File: config.mk
export PLATFORM = sky130hd
export DESIGN_NAME = pixel_line_tx
export DESIGN_NICKNAME = d
export VERILOG_FILES = /design/src/rtl/pixel_line_tx.sv
export SDC_FILE = /design/constraint.sdc
export NUM_CORES = 1
export LEC_CHECK = 0
export ABC_CLOCK_PERIOD_IN_PS = 4520
export CAP_MARGIN = 40
export CORE_MARGIN = 2
export CORE_UTILIZATION = 55
export DETAILED_ROUTE_END_ITERATION = 12
export GPL_TIMING_DRIVEN = 0
export PLACE_DENSITY = 0.76
export SLEW_MARGIN = 20
export SYNTH_ARGS = -nofsm -noshare
export SYNTH_HDL_FRONTEND = slang
export SYNTH_SLANG_ARGS = --single-unit
File: constraint.sdc
create_clock -name clk -period 4.52 [get_ports clk]
set_input_delay 0.452 -clock clk [delete_from_list [all_inputs] [get_ports clk]]
set_output_delay 0.452 -clock clk [all_outputs]
set_load 0.005 [all_outputs]
File: src/rtl/pixel_line_tx.sv
// pixel_line_tx
// -----------------------------------------------------------------------------
// Source end of the camera-side pixel stream. Pixels from the host/DMA path
// enter an internal FIFO over a ready/valid handshake and are serialised into
// lines of programmable width. Each line is closed by a one-cycle end_of_line
// pulse and followed by a programmable number of horizontal blanking cycles.
//
// Optional feature macro: PIXEL_TX_PATTERN_EN
//   When defined, pattern_sel (sampled at line start) replaces FIFO data with
//   a ramp pixel_val = x_coord[7:0]. The FIFO is not popped in that mode and
//   no underrun can occur. When undefined, pattern_sel is ignored.
//
// Ports
//   clk, rst_n          single rising-edge clock, async active-low reset
//   s_valid/s_data      upstream pixel handshake (transfer when s_valid && s_ready)
//   s_ready             FIFO not full
//   enable              start/continue line generation
//   line_width          pixels per line (0 holds the FSM in IDLE)
//   hblank              idle cycles after end_of_line before the next line
//   pattern_sel         ramp pattern select (pattern build only)
//   valid_pixel         pixel valid this cycle
//   pixel_val/x_coord   pixel value and 0-based column
//   end_of_line         one-cycle pulse closing a line
//   line_count          completed lines (wraps)
//   underrun            sticky: FIFO ran empty mid-line
//   clr_underrun        clears underrun (a new underrun wins)
// -----------------------------------------------------------------------------
module pixel_line_tx #(
  parameter int FIFO_DEPTH = 16
) (
  input  logic        clk,
  input  logic        rst_n,
  input  logic        s_valid,
  input  logic [7:0]  s_data,
  output logic        s_ready,
  input  logic        enable,
  input  logic [9:0]  line_width,
  input  logic [7:0]  hblank,
  input  logic        pattern_sel,
  output logic        valid_pixel,
  output logic [7:0]  pixel_val,
  output logic [9:0]  x_coord,
  output logic        end_of_line,
  output logic [15:0] line_count,
  output logic        underrun,
  input  logic        clr_underrun
);

  localparam int          AW      = $clog2(FIFO_DEPTH);
  localparam logic [AW:0] DEPTH_C = (AW+1)'(FIFO_DEPTH);

  typedef enum logic [1:0] {
    ST_IDLE   = 2'd0,
    ST_ACTIVE = 2'd1,
    ST_EOL    = 2'd2,
    ST_BLANK  = 2'd3
  } state_t;

  // ---------------------------------------------------------------------------
  // FIFO
  // ---------------------------------------------------------------------------
  logic [7:0]    mem_r [FIFO_DEPTH];
  logic [AW-1:0] wr_ptr_r;
  logic [AW-1:0] rd_ptr_r;
  logic [AW:0]   count_r;
  logic [AW:0]   count_next_s;
  logic          ready_r;
  logic          wr_en_s;
  logic          pop_s;
  logic          fifo_empty_s;
  logic [7:0]    fifo_rd_data_s;

  assign wr_en_s        = s_valid && ready_r;
  assign fifo_empty_s   = (count_r == {(AW+1){1'b0}});
  assign fifo_rd_data_s = mem_r[rd_ptr_r];
  assign s_ready        = ready_r;

  // Next FIFO occupancy from the write/pop pair; simultaneous ops cancel.
  always_comb begin
    count_next_s = count_r;
    case ({wr_en_s, pop_s})
      2'b10:   count_next_s = count_r + (AW+1)'(1);
      2'b01:   count_next_s = count_r - (AW+1)'(1);
      default: count_next_s = count_r;
    endcase
  end

  // FIFO storage; no reset needed, validity is tracked by the pointers.
  always_ff @(posedge clk) begin
    if (wr_en_s) begin
      mem_r[wr_ptr_r] <= s_data;
    end
  end

  // FIFO pointers, occupancy and the registered ready flag.
  always_ff @(posedge clk or negedge rst_n) begin
    if (!rst_n) begin
      wr_ptr_r <= {AW{1'b0}};
      rd_ptr_r <= {AW{1'b0}};
      count_r  <= {(AW+1){1'b0}};
      ready_r  <= 1'b1;
    end else begin
      if (wr_en_s) begin
        wr_ptr_r <= wr_ptr_r + AW'(1);
      end
      if (pop_s) begin
        rd_ptr_r <= rd_ptr_r + AW'(1);
      end
      count_r <= count_next_s;
      ready_r <= (count_next_s != DEPTH_C);
    end
  end

  // ---------------------------------------------------------------------------
  // Line FSM
  // ---------------------------------------------------------------------------
  state_t      state_r;
  state_t      state_next_s;
  logic [9:0]  width_r;
  logic [9:0]  col_r;
  logic [7:0]  blank_cnt_r;
  logic        start_ok_s;
  logic        start_s;
  logic        emit_s;
  logic        eol_s;
  logic        blank_load_s;
  logic        underrun_set_s;
  logic        last_col_s;
  logic        pattern_mode_s;

  assign start_ok_s = enable && (line_width != 10'd0);
  assign last_col_s = (col_r == (width_r - 10'd1));

`ifdef PIXEL_TX_PATTERN_EN
  logic pattern_r;

  // Ramp mode is fixed for the whole line once it starts.
  always_ff @(posedge clk or negedge rst_n) begin
    if (!rst_n) begin
      pattern_r <= 1'b0;
    end else if (start_s) begin
      pattern_r <= pattern_sel;
    end else begin
      pattern_r <= pattern_r;
    end
  end

  assign pattern_mode_s = pattern_r;
`else
  logic pattern_unused;
  assign pattern_unused = pattern_sel;
  assign pattern_mode_s = 1'b0;
`endif

  // State register.
  always_ff @(posedge clk or negedge rst_n) begin
    if (!rst_n) begin
      state_r <= ST_IDLE;
    end else begin
      state_r <= state_next_s;
    end
  end

  // Next-state and per-cycle control strobes.
  always_comb begin
    state_next_s   = state_r;
    start_s        = 1'b0;
    emit_s         = 1'b0;
    pop_s          = 1'b0;
    eol_s          = 1'b0;
    blank_load_s   = 1'b0;
    underrun_set_s = 1'b0;
    case (state_r)
      ST_IDLE: begin
        if (start_ok_s) begin
          start_s      = 1'b1;
          state_next_s = ST_ACTIVE;
        end else begin
          state_next_s = ST_IDLE;
        end
      end
      ST_ACTIVE: begin
        if (pattern_mode_s) begin
          emit_s = 1'b1;
        end else if (!fifo_empty_s) begin
          emit_s = 1'b1;
          pop_s  = 1'b1;
        end else begin
          // Stall: column holds, the line is never truncated.
          underrun_set_s = 1'b1;
        end
        if (emit_s && last_col_s) begin
          state_next_s = ST_EOL;
        end else begin
          state_next_s = ST_ACTIVE;
        end
      end
      ST_EOL: begin
        eol_s = 1'b1;
        if (hblank != 8'd0) begin
          blank_load_s = 1'b1;
          state_next_s = ST_BLANK;
        end else if (start_ok_s) begin
          start_s      = 1'b1;
          state_next_s = ST_ACTIVE;
        end else begin
          state_next_s = ST_IDLE;
        end
      end
      ST_BLANK: begin
        if (blank_cnt_r != 8'd1) begin
          state_next_s = ST_BLANK;
        end else if (start_ok_s) begin
          start_s      = 1'b1;
          state_next_s = ST_ACTIVE;
        end else begin
          state_next_s = ST_IDLE;
        end
      end
      default: begin
        state_next_s = ST_IDLE;
      end
    endcase
  end

  // Line geometry: width latched at line start, column advanced per pixel,
  // blanking length sampled on entry to BLANK.
  always_ff @(posedge clk or negedge rst_n) begin
    if (!rst_n) begin
      width_r     <= 10'd0;
      col_r       <= 10'd0;
      blank_cnt_r <= 8'd0;
    end else begin
      if (start_s) begin
        width_r <= line_width;
        col_r   <= 10'd0;
      end else if (emit_s) begin
        col_r <= col_r + 10'd1;
      end
      if (blank_load_s) begin
        blank_cnt_r <= hblank;
      end else if (state_r == ST_BLANK) begin
        blank_cnt_r <= blank_cnt_r - 8'd1;
      end
    end
  end

  // ---------------------------------------------------------------------------
  // Registered outputs
  // ---------------------------------------------------------------------------
  logic        valid_pixel_r;
  logic [7:0]  pixel_val_r;
  logic [9:0]  x_coord_r;
  logic        end_of_line_r;
  logic [15:0] line_count_r;
  logic        underrun_r;

  // Pixel stream and line-end outputs; emit and EOL are exclusive states.
  always_ff @(posedge clk or negedge rst_n) begin
    if (!rst_n) begin
      valid_pixel_r <= 1'b0;
      pixel_val_r   <= 8'd0;
      x_coord_r     <= 10'd0;
      end_of_line_r <= 1'b0;
      line_count_r  <= 16'd0;
    end else begin
      valid_pixel_r <= emit_s;
      end_of_line_r <= eol_s;
      if (emit_s) begin
        x_coord_r   <= col_r;
        pixel_val_r <= pattern_mode_s ? col_r[7:0] : fifo_rd_data_s;
      end
      if (eol_s) begin
        line_count_r <= line_count_r + 16'd1;
      end
    end
  end

  // Sticky underrun; a new underrun outranks a simultaneous clear.
  always_ff @(posedge clk or negedge rst_n) begin
    if (!rst_n) begin
      underrun_r <= 1'b0;
    end else if (underrun_set_s) begin
      underrun_r <= 1'b1;
    end else if (clr_underrun) begin
      underrun_r <= 1'b0;
    end else begin
      underrun_r <= underrun_r;
    end
  end

  assign valid_pixel = valid_pixel_r;
  assign pixel_val   = pixel_val_r;
  assign x_coord     = x_coord_r;
  assign end_of_line = end_of_line_r;
  assign line_count  = line_count_r;
  assign underrun    = underrun_r;

endmodule

# After elaboration in Yosys (flattened, before gate mapping)
# Memories as Yosys holds them, arrays and structs flattened. A register that Yosys moved wholly into a read port is not among the register bits.
# Index checks and enable logic that the tools add are counted.
[word_totals]
ramBits = 128
reg_bits = 73
out_inout_bits = 38
word_cells = 68
mem_count = 1
[memory_table]
columns = ["memory", "depth", "width", "read_ports", "rd_ports_with_merged_regs", "write_ports", "line", "text"]
rows = [
  ["mem_r", 16, 8, 1, 1, 1, "62", "logic [7:0] mem_r [FIFO_DEPTH];"],
]
[op_classes]
muxes = 27
n_addsub = 8
n_reduce_logical = 11
n_eq_ne = 8
[ops]
columns = ["operator", "n"]
rows = [
  ["$mux W10", 2],
  ["$mux W1", 17],
  ["$add A16 B1 Y16 const B", 1],
  ["$mux W8", 2],
  ["$add A10 B1 Y10 const B", 1],
  ["$eq A10 B10 Y1", 1],
  ["$pmux W5 S2", 1],
  ["$reduce_bool A10 Y1", 1],
  ["$sub A10 B1 Y10 const B", 1],
  ["$add A4 B1 Y4 const B", 2],
  ["$ne A8 B1 Y1 const B", 1],
  ["$pmux W2 S4", 1],
  ["$reduce_bool A8 Y1", 1],
  ["$sub A8 B1 Y8 const B", 1],
  ["$eq A2 B2 Y1 const B", 3],
  ["$mux W2", 3],
  ["$reduce_bool A2 Y1", 3],
  ["$add A5 B1 Y5 const B", 1],
  ["$logic_not A5 Y1", 1],
  ["$ne A5 B5 Y1 const B", 1],
  ["$sub A5 B1 Y5 const B", 1],
  ["$eq A2 B1 Y1 const B", 2],
  ["$logic_and A1 B1 Y1", 3],
  ["$pmux W1 S3", 1],
  ["2 further kinds", 2],
]

# Longest topological paths before layout
# Gate-level depths: netlist of the first run.
[logic_depth]
depth_word = 6
ltp_mapped = 15

# Worst setup path after synthesis of the first run
# OpenSTA, ideal clock, no wires.
[synth_timing]
kind = "reg2reg"
startpoint = "reg state_r[0]"
endpoint = "reg ready_r (netlist: s_ready)"
stages_incl_launch_ff = 15
arrival_ns = 3.096
t_required_ns = 4.418
setup_slack_ns = 1.322
period_less_slack_ns = 3.198
path_cell_list = "dfrtp_1 nor2b_1 nand2_1 inv_1 clkbuf_1 clkbuf_1 ha_1 buf_2 xor2_1 ha_1 a21o_1 a22oi_1 o211a_1 a2111oi_0 nand4bb_1"
[synth_via]
elab_chain_len = 5
[synth_rtl]
columns = ["element", "line", "text"]
rows = [
  ["start, declared", "117", "state_t state_r;"],
  ["start signal, assigned", "160", "state_r <= state_next_s;"],
  ["$eq A2 B1 Y1 (*)", "173", "case (state_r)"],
  ["$mux W1 (*)", "173", ""],
  ["$eq A2 B1 Y1 or $eq A2 B2 Y1 (tied branches)", "81", "case ({wr_en_s, pop_s})"],
  ["$pmux W5 S2 (*)", "81", ""],
  ["net count_next_s[4]", "66", "logic [AW:0] count_next_s;"],
  ["$ne A5 B5 Y1 (*)", "110", "ready_r <= (count_next_s != DEPTH_C);"],
  ["end signal, assigned", "110", ""],
  ["end, declared", "67", "logic ready_r;"],
]
# Mark *: on every way through the listed nets, which the timed path passes. The rest lies on a longest branch.
# A chain may end at the register's enable or synchronous reset.

# Final worst setup path of the first run
[layout_timing]
startpoint = "reg count_r[2]"
endpoint = "reg ready_r (netlist: s_ready)"
[layout_via]
elab_chain_len = 6
[layout_rtl]
columns = ["element", "line", "text"]
rows = [
  ["start, declared", "65", "logic [AW:0] count_r;"],
  ["start signal, assigned", "100", "count_r <= {(AW+1){1'b0}};"],
  ["start signal, assigned", "109", "count_r <= count_next_s;"],
  ["$logic_not A5 Y1", "74", "assign fifo_empty_s = (count_r == {(AW+1){1'b0}});"],
  ["$mux W1", "185", "end else if (!fifo_empty_s) begin"],
  ["$mux W1", "173", ""],
  ["$eq A2 B1 Y1 or $eq A2 B2 Y1 (tied branches)", "81", ""],
  ["$pmux W5 S2 (*)", "81", ""],
  ["net count_next_s[4]", "66", ""],
  ["$ne A5 B5 Y1 (*)", "110", ""],
]
# Marked as above.

==> flow_summary_export.csv, run 1 <==
group,metric,value,unit
drt,ant_nets,0,
global_routing,grt_pass1_vias,5734,
hold_path,hp-start,"pixel_val[3]",
synthesis,netlist_area,9061,µm²
critical_path,r2r_slack,0.51,ns
sta,rsz0062_at_grt,"no",
critical_path,worstPathRequired,4.92,ns
critical_path,r2r_end,"s_ready",
die,initial_utilization,56.63,%
sta,setup_tns,0,ns
clocking,clk_pin_slew_worst_paths,0.06,ns
clocking,clock_path_buffers,3,
sta,maxSlewHeadroom,43.24,%
power_and_ir_drop,ir_drop,0.4682,mV
cells_and_area,design_area,10810,µm²
clocking,root_buffer,"clkbuf_16",
critical_path,critPathLaunchType,"flip-flop",
cells_and_area,drive_gt1_share,15.43,%
synthesis,synth_cell_types,58,
clocking,tritoncts,"done",
drt,drt-pass1-iter-count,5,
die,fp.dieArea,17520,µm²
sta,min_period,4.008,ns
sta,final-max-slew-violation-count,0,
synthesis,synth_top_area_cell,"edfxtp_1",
die,die_w,132.4,µm
critical_path,crit_arrival,4.41,ns
die,die_h,132.4,µm
critical_path,crit_path_end_kind,"flip-flop",
cells_and_area,area_delta_synth_final,19.35,%
clocking,postCtsSetupBuffers,0,
place,port_buffers,68,
place,routabilityCongestion,0.8554,
critical_path,r2r-start,"count_r[2]",
synthesis,ys.flop_type,"edfxtp_1",
outcome,status,"finished, final reports clean",
place,place_area,10080,µm²
critical_path,reg2reg_depth,15,
synthesis,yosys_warnings,0,
clocking,cts_sinks,209,
power_and_ir_drop,cellPowerDensity,622.1,nW/µm²
sta,fin_skew,0.01547,ns
power_and_ir_drop,p_leak,4.045,nW
synthesis,synthArstFlopShare,38.76,%
global_routing,grt-ovfl-total,0,
sta,worst_pin_slew,0.8468,ns
die,core_area,16000,µm²
sta,setup-violations-final,0,
cells_and_area,stdcell_count,955,
drt,avgViaCountPerCell,5.848,
critical_path,worstPathMaxFanout,12,
drt,drt_iter0_markers,366,
hold_path,min_to,"pixel_val[3]",
clocking,h-tree-depth,1,
synthesis,ys_seq_area_share,64.80,%
drt,drt-total-wl,19110,µm
sta,fin_crit_sh,88.66,%
synthesis,synthCells,622,
synthesis,syn_nets,667,
clocking,numCtsBuffers,22,
die,io-pin-count,70,
global_routing,grtUsageTotal,22.30,%
synthesis,synth.avg_cell_area,14.57,µm²
clocking,insertion_delay,0.51,ns
synthesis,synth_area_leaders,"edfxtp_1 42%, dfrtp_1 22%, mux4_2 9.9%",
synthesis,synth_most_common_cell,"edfxtp_1",
cells_and_area,nNetsFinal,768,
run,drv_cap,0,
place,dp_hpwl,13060,µm
place,dp.cells,910,
synthesis,yosys_register_bits,209,
synthesis,synth-edff-count,128,
hold_path,whs_path_depth,2,
global_routing,antenna_found_initial,0,
drt,drcViolationCount,0,
place,place_ws,0.2770,ns
synthesis,synth_top_area_share,42.42,%
cells_and_area,n_antenna_cell,0,
sta,final_hold_viol_count,0,
drt,vias,5585,
die,rows,46,
critical_path,crit_type,"reg -> reg",
drt,wl_per_cell,20.01,µm
hold_path,min_path_type,"reg -> reg",
sta,fin_ws,0.5125,ns
cells_and_area,n_fill_cell,1082,
synthesis,synthTopCellsByCount,"128 x edfxtp_1, 87 x nand2_1, 80 x dfrtp_1, 40 x mux4_2, 36 x nor2_1",
sta,fmax,249.5,MHz
global_routing,grt_max_degree,44,
global_routing,grt_pass1_wl,30540,µm
cells in the final DEF, fill, tap and decap left out, types with 17 or more instances in the layout:
| cell type | Yosys | final |
|---|---|---|
| clkbuf_1 | 22 | 24 |
| clkbuf_16 | 0 | 22 |
| clkdlybuf4s50_1 | 0 | 67 |
| dfrtp_1 | 80 | 80 |
| edfxtp_1 | 128 | 128 |
| mux4_2 | 40 | 40 |
| nand2_1 | 87 | 87 |
| nand4_1 | 17 | 17 |
| nor2_1 | 36 | 36 |
| xnor2_1 | 29 | 29 |
| xor2_1 | 19 | 19 |
metrics by stage:
stage / utilization (%) / hold WS (ns) / total power [mW]
floorplan: - / 0.1564 / 4.252
global placement: 62.57 / 0.4613 / 4.869
detailed placement: 62.97 / 0.4655 / 5.018
CTS: 67.39 / 0.4797 / 6.758
global route: 67.59 / 0.5037 / 7.088
finish: 67.59 / 0.4747 / 6.728
layout make-up:
type,instances,area [µm²],share of cell area [%]
inverter,13,48.80,0.4512
multi-input combinational,365,2989,27.64
tap,216,270.3,2.499
clock buffer,27,589.3,5.450
sequential,209,5872,54.30
buffer,35,172.7,1.597
timing repair buffer,77,764.5,7.069
clock inverter,13,107.6,0.9950
flip-flops by register name, indices dropped and copies added (netlist names), 2 cells and up:
signal,count
col_r,10
wr_ptr_r,4
blank_cnt_r,8
mem_r,128
count_r,5
width_r,10
x_coord,10
pixel_val,8
line_count,16
state_r,2
rd_ptr_r,4
worst max-delay path by stage:
stage	start	to	slack, ns	cells past startpoint
after detailed placement	count_r[2]	s_ready	0.28	15
after floorplan	state_r[0]	s_ready	1.32	14
final	count_r[2]	s_ready	0.51	15
after global routing	count_r[2]	s_ready	0.12	15
after CTS	count_r[2]	s_ready	0.24	15
after global placement	rst_n	pixel_val[0]	0.1	1
per-layer routing:
layer / global-route usage, % / wire length [µm] / vias up
met5: 0 / 0 / -
met3: 4.191 / 1196 / 40
met2: 38.17 / 9750 / 206
li1: - / - / 2524
met4: 7.766 / 464 / 0
met1: 28.82 / 7695 / 2815
cells by family after synthesis:
| group | Yosys count | share of synthesized area, % |
|---|---|---|
| buffers and inverters | 48 | 2.430 |
| AND/OR/NAND/NOR | 199 | 10.49 |
| flip-flops | 209 | 64.80 |
| XOR/XNOR | 48 | 4.640 |
| AO/OA/AOI/OAI | 54 | 4.322 |
| adder cells (fa/ha/maj) | 13 | 1.795 |
| multiplexers | 51 | 11.52 |
critical path, stage by stage, from the launching register on:
cell and delay, ns:
dfrtp_1 0.45, nor2_1 0.11, nand2_1 0.19, nand2_1 0.15, inv_1 0.16, clkbuf_1 0.37, clkbuf_2 0.41, ha_1 0.20
buf_2 0.20, xor2_1 0.18, ha_1 0.27, a21o_1 0.14, a22oi_1 0.09, o211a_1 0.22, a2111oi_0 0.59, nand4bb_1 0.17
where the power goes:
group          switching [mW]  total (mW)  internal [mW]
Combinational            1.25        2.34           1.10
Sequential              0.263        2.67           2.41
Clock                   0.721        1.71          0.989
timing repair:
item,4_1_cts,5_1_grt
hold buffers,1,0
endpoints found under the hold margin,37,0
endpoints found under the setup margin,0,2
gates resized for setup,0,2
Note: power is estimated with default switching activity, not from simulation.
==> inputs of run 2 (changes only) <==
--- a/config.mk
+++ b/config.mk
@@ -7,6 +7,7 @@
 export LEC_CHECK = 0
 export ABC_CLOCK_PERIOD_IN_PS = 4520
 export CAP_MARGIN = 40
+export CORE_ASPECT_RATIO = 1.75
 export CORE_MARGIN = 2
 export CORE_UTILIZATION = 55
 export DETAILED_ROUTE_END_ITERATION = 12
==> run 2 against run 1 <==
Net effect:
- clock skew is 0.0083 ns lower
- sequential power hardly changed
- worst hold slack worse by 0.026 ns
- cell count is 3.6% lower
- critical endpoint unchanged
- largest cell class unchanged
==> flow_summary_export.csv, run 2 (synthesized netlist as in run 1, its figures left out) <==
group,metric,value,unit
place,place_area,10030,µm²
drt,wl_per_cell,22.34,µm
clocking,clock_path_buffers,3,
cells_and_area,nNetsFinal,763,
clocking,postCtsSetupBuffers,0,
drt,avgViaCountPerCell,5.993,
sta,final_hold_viol_count,0,
clocking,root_buffer,"clkbuf_16",
place,port_buffers,68,
place,dp_hpwl,14250,µm
critical_path,crit_path_end_kind,"flip-flop",
critical_path,reg2reg_depth,15,
power_and_ir_drop,cellPowerDensity,625.1,nW/µm²
sta,setup-violations-final,0,
place,routabilityCongestion,0.8996,
clocking,insertion_delay,0.49,ns
drt,ant_nets,0,
clocking,cts_sinks,209,
critical_path,worstPathMaxFanout,12,
global_routing,grtUsageTotal,24.39,%
die,core_area,16290,µm²
sta,final-max-slew-violation-count,0,
outcome,status,"finished, final reports clean",
critical_path,r2r_end,"s_ready",
cells_and_area,final_util,65.48,%
sta,fin_skew,0.007193,ns
critical_path,worstPathRequired,4.91,ns
clocking,h-tree-depth,1,
power_and_ir_drop,pwr-share-seq,40.2,%
critical_path,r2r_slack,0.52,ns
power_and_ir_drop,switching_share,33.65,%
critical_path,crit_arrival,4.38,ns
critical_path,cpPeakStageDelay,0.53,ns
critical_path,r2r-start,"count_r[2]",
sta,worst_pin_slew,0.7858,ns
cells_and_area,final_common_cell,"edfxtp_1",
sta,fmax,250.2,MHz
sta,setup_tns,0,ns
sta,fin_ws,0.5226,ns
global_routing,grt-ovfl-total,0,
sta,fin_crit_sh,88.44,%
global_routing,grt_pass1_vias,5902,
clocking,tritoncts,"done",
cells_and_area,design_area,10670,µm²
power_and_ir_drop,ir_drop,0.3380,mV
cells_and_area,largest_register_ffs,128,
sta,min_period,3.997,ns
drt,drt_iter0_markers,279,
global_routing,grt_max_degree,53,
power_and_ir_drop,power_switching,2.244,mW
hold_path,min_path_type,"in -> async",
drt,drt-total-wl,20580,µm
cells_and_area,n_fill_cell,1135,
sta,whs,0.4487,ns
cells_and_area,regMostFlops,"mem_r",
cells_and_area,n_antenna_cell,0,
drt,vias,5520,
global_routing,antenna_found_initial,0,
critical_path,critPathLaunchType,"flip-flop",
critical_path,crit_type,"reg -> reg",
critical_path,slowest_stage,"a2111oi_0",
global_routing,grt_pass1_wl,32520,µm
sta,rsz0062_at_grt,"no",
cells_and_area,area_delta_synth_final,17.73,%
cells_and_area,mostFrequentLayoutCells,"128 x edfxtp_1, 87 x nand2_1, 80 x dfrtp_1",
run,drv_cap,0,
die,initial_utilization,55.62,%
die,io-pin-count,70,
die,fp.dieArea,17560,µm²
power_and_ir_drop,p_leak,3.994,nW
power_and_ir_drop,p_comb_share,35.6,%
power_and_ir_drop,p_int,4.425,mW
cells_and_area,drive_gt1_share,14.54,%
power_and_ir_drop,p_clk_share,24.1,%
die,die_w,101.0,µm
die,rows,62,
critical_path,cp_cell_sequence,"nor2_1 -> nand2_1 -> nand2_1 -> inv_1 -> clkbuf_1 -> clkbuf_2 -> ha_1 -> buf_2 -> xor2_1 -> ha_1 -> a21o_1 -> a22oi_1 -> o211a_1 -> a2111oi_0 -> nand4bb_1",
die,die_h,173.8,µm
drt,drcViolationCount,0,
place,place_ws,0.3671,ns
sta,maxSlewHeadroom,47.42,%
drt,drt-pass1-iter-count,4,
clocking,numCtsBuffers,19,
clocking,clk_pin_slew_worst_paths,0.07,ns
run 2: cell types whose count changed in the layout (fill, tap and decap cells not counted), sizes merged:
cell,delta
clkinv,-6
inv,+1
buf,-2
clkbuf,-5
clkinvlp,+1
bufinv,+1
run 2: worst max-delay path: cells and delay by family (launching register included):
kind,cells,cell delay [ns]
flip-flops,1,0.48
AND/OR/NAND/NOR,4,0.64
AO/OA/AOI/OAI,4,1.03
adder cells (fa/ha/maj),2,0.45
XOR/XNOR,1,0.17
buffers and inverters,4,1.13
run 2: worst max path at each step:
stage                          start  slack (ns)         end  cells past startpoint
after floorplan           state_r[0]        1.32     s_ready                     14
after global placement         rst_n        0.25  x_coord[9]                      1
after detailed placement  count_r[2]        0.37     s_ready                     15
after CTS                 count_r[2]        0.27     s_ready                     15
after global routing      count_r[2]        0.12     s_ready                     15
final                     count_r[2]        0.52     s_ready                     15
run 2: cell type report:
cell class                      count  area [µm²]  share of cell area [%]
Multi-Input combinational cell    365        2969                   27.83
Tap cell                          192       240.2                   2.252
Sequential cell                   209        5872                   55.04
Clock inverter                     10       111.4                   1.044
Timing Repair Buffer               75       747.0                   7.002
Buffer                             35       172.7                   1.619
Inverter                           13       48.80                  0.4574
Clock buffer                       22       506.7                   4.750
run 2: what timing repair did:
item,4_1_cts,5_1_grt
hold buffers,1,0
endpoints found under the hold margin,28,0
endpoints found under the setup margin,0,1
resized for setup,0,2
run 2: metrics by stage:
| stage | instances | power [mW] |
|---|---|---|
| floorplan | 622 | 4.252 |
| global route | 921 | 7.016 |
| global placement | 882 | 4.895 |
| finish | 921 | 6.669 |
| detailed placement | 887 | 5.035 |
| CTS | 920 | 6.681 |
run 2: power groups by stage:
| stage | clock, mW | combinational, mW | sequential (mW) |
|---|---|---|---|
| 6_report | 1.61 | 2.38 | 2.68 |
| 5_1_grt | 1.70 | 2.59 | 2.72 |
| 4_1_cts | 1.63 | 2.37 | 2.68 |
| 3_5_place_dp | 0 | 2.33 | 2.71 |
| 3_3_place_gp | 0 | 2.22 | 2.68 |
| 2_1_floorplan | 0 | 1.62 | 2.63 |
run 2: metal layers:
layer	track usage [%]	part of all wire, %	wire length, µm	up-vias
met5	0	0	0	-
met4	10.64	4.9	1003	0
met3	3.589	4.5	918	57
met2	46.31	56	11560	174
met1	25.90	35	7100	2787
li1	-	-	-	2502
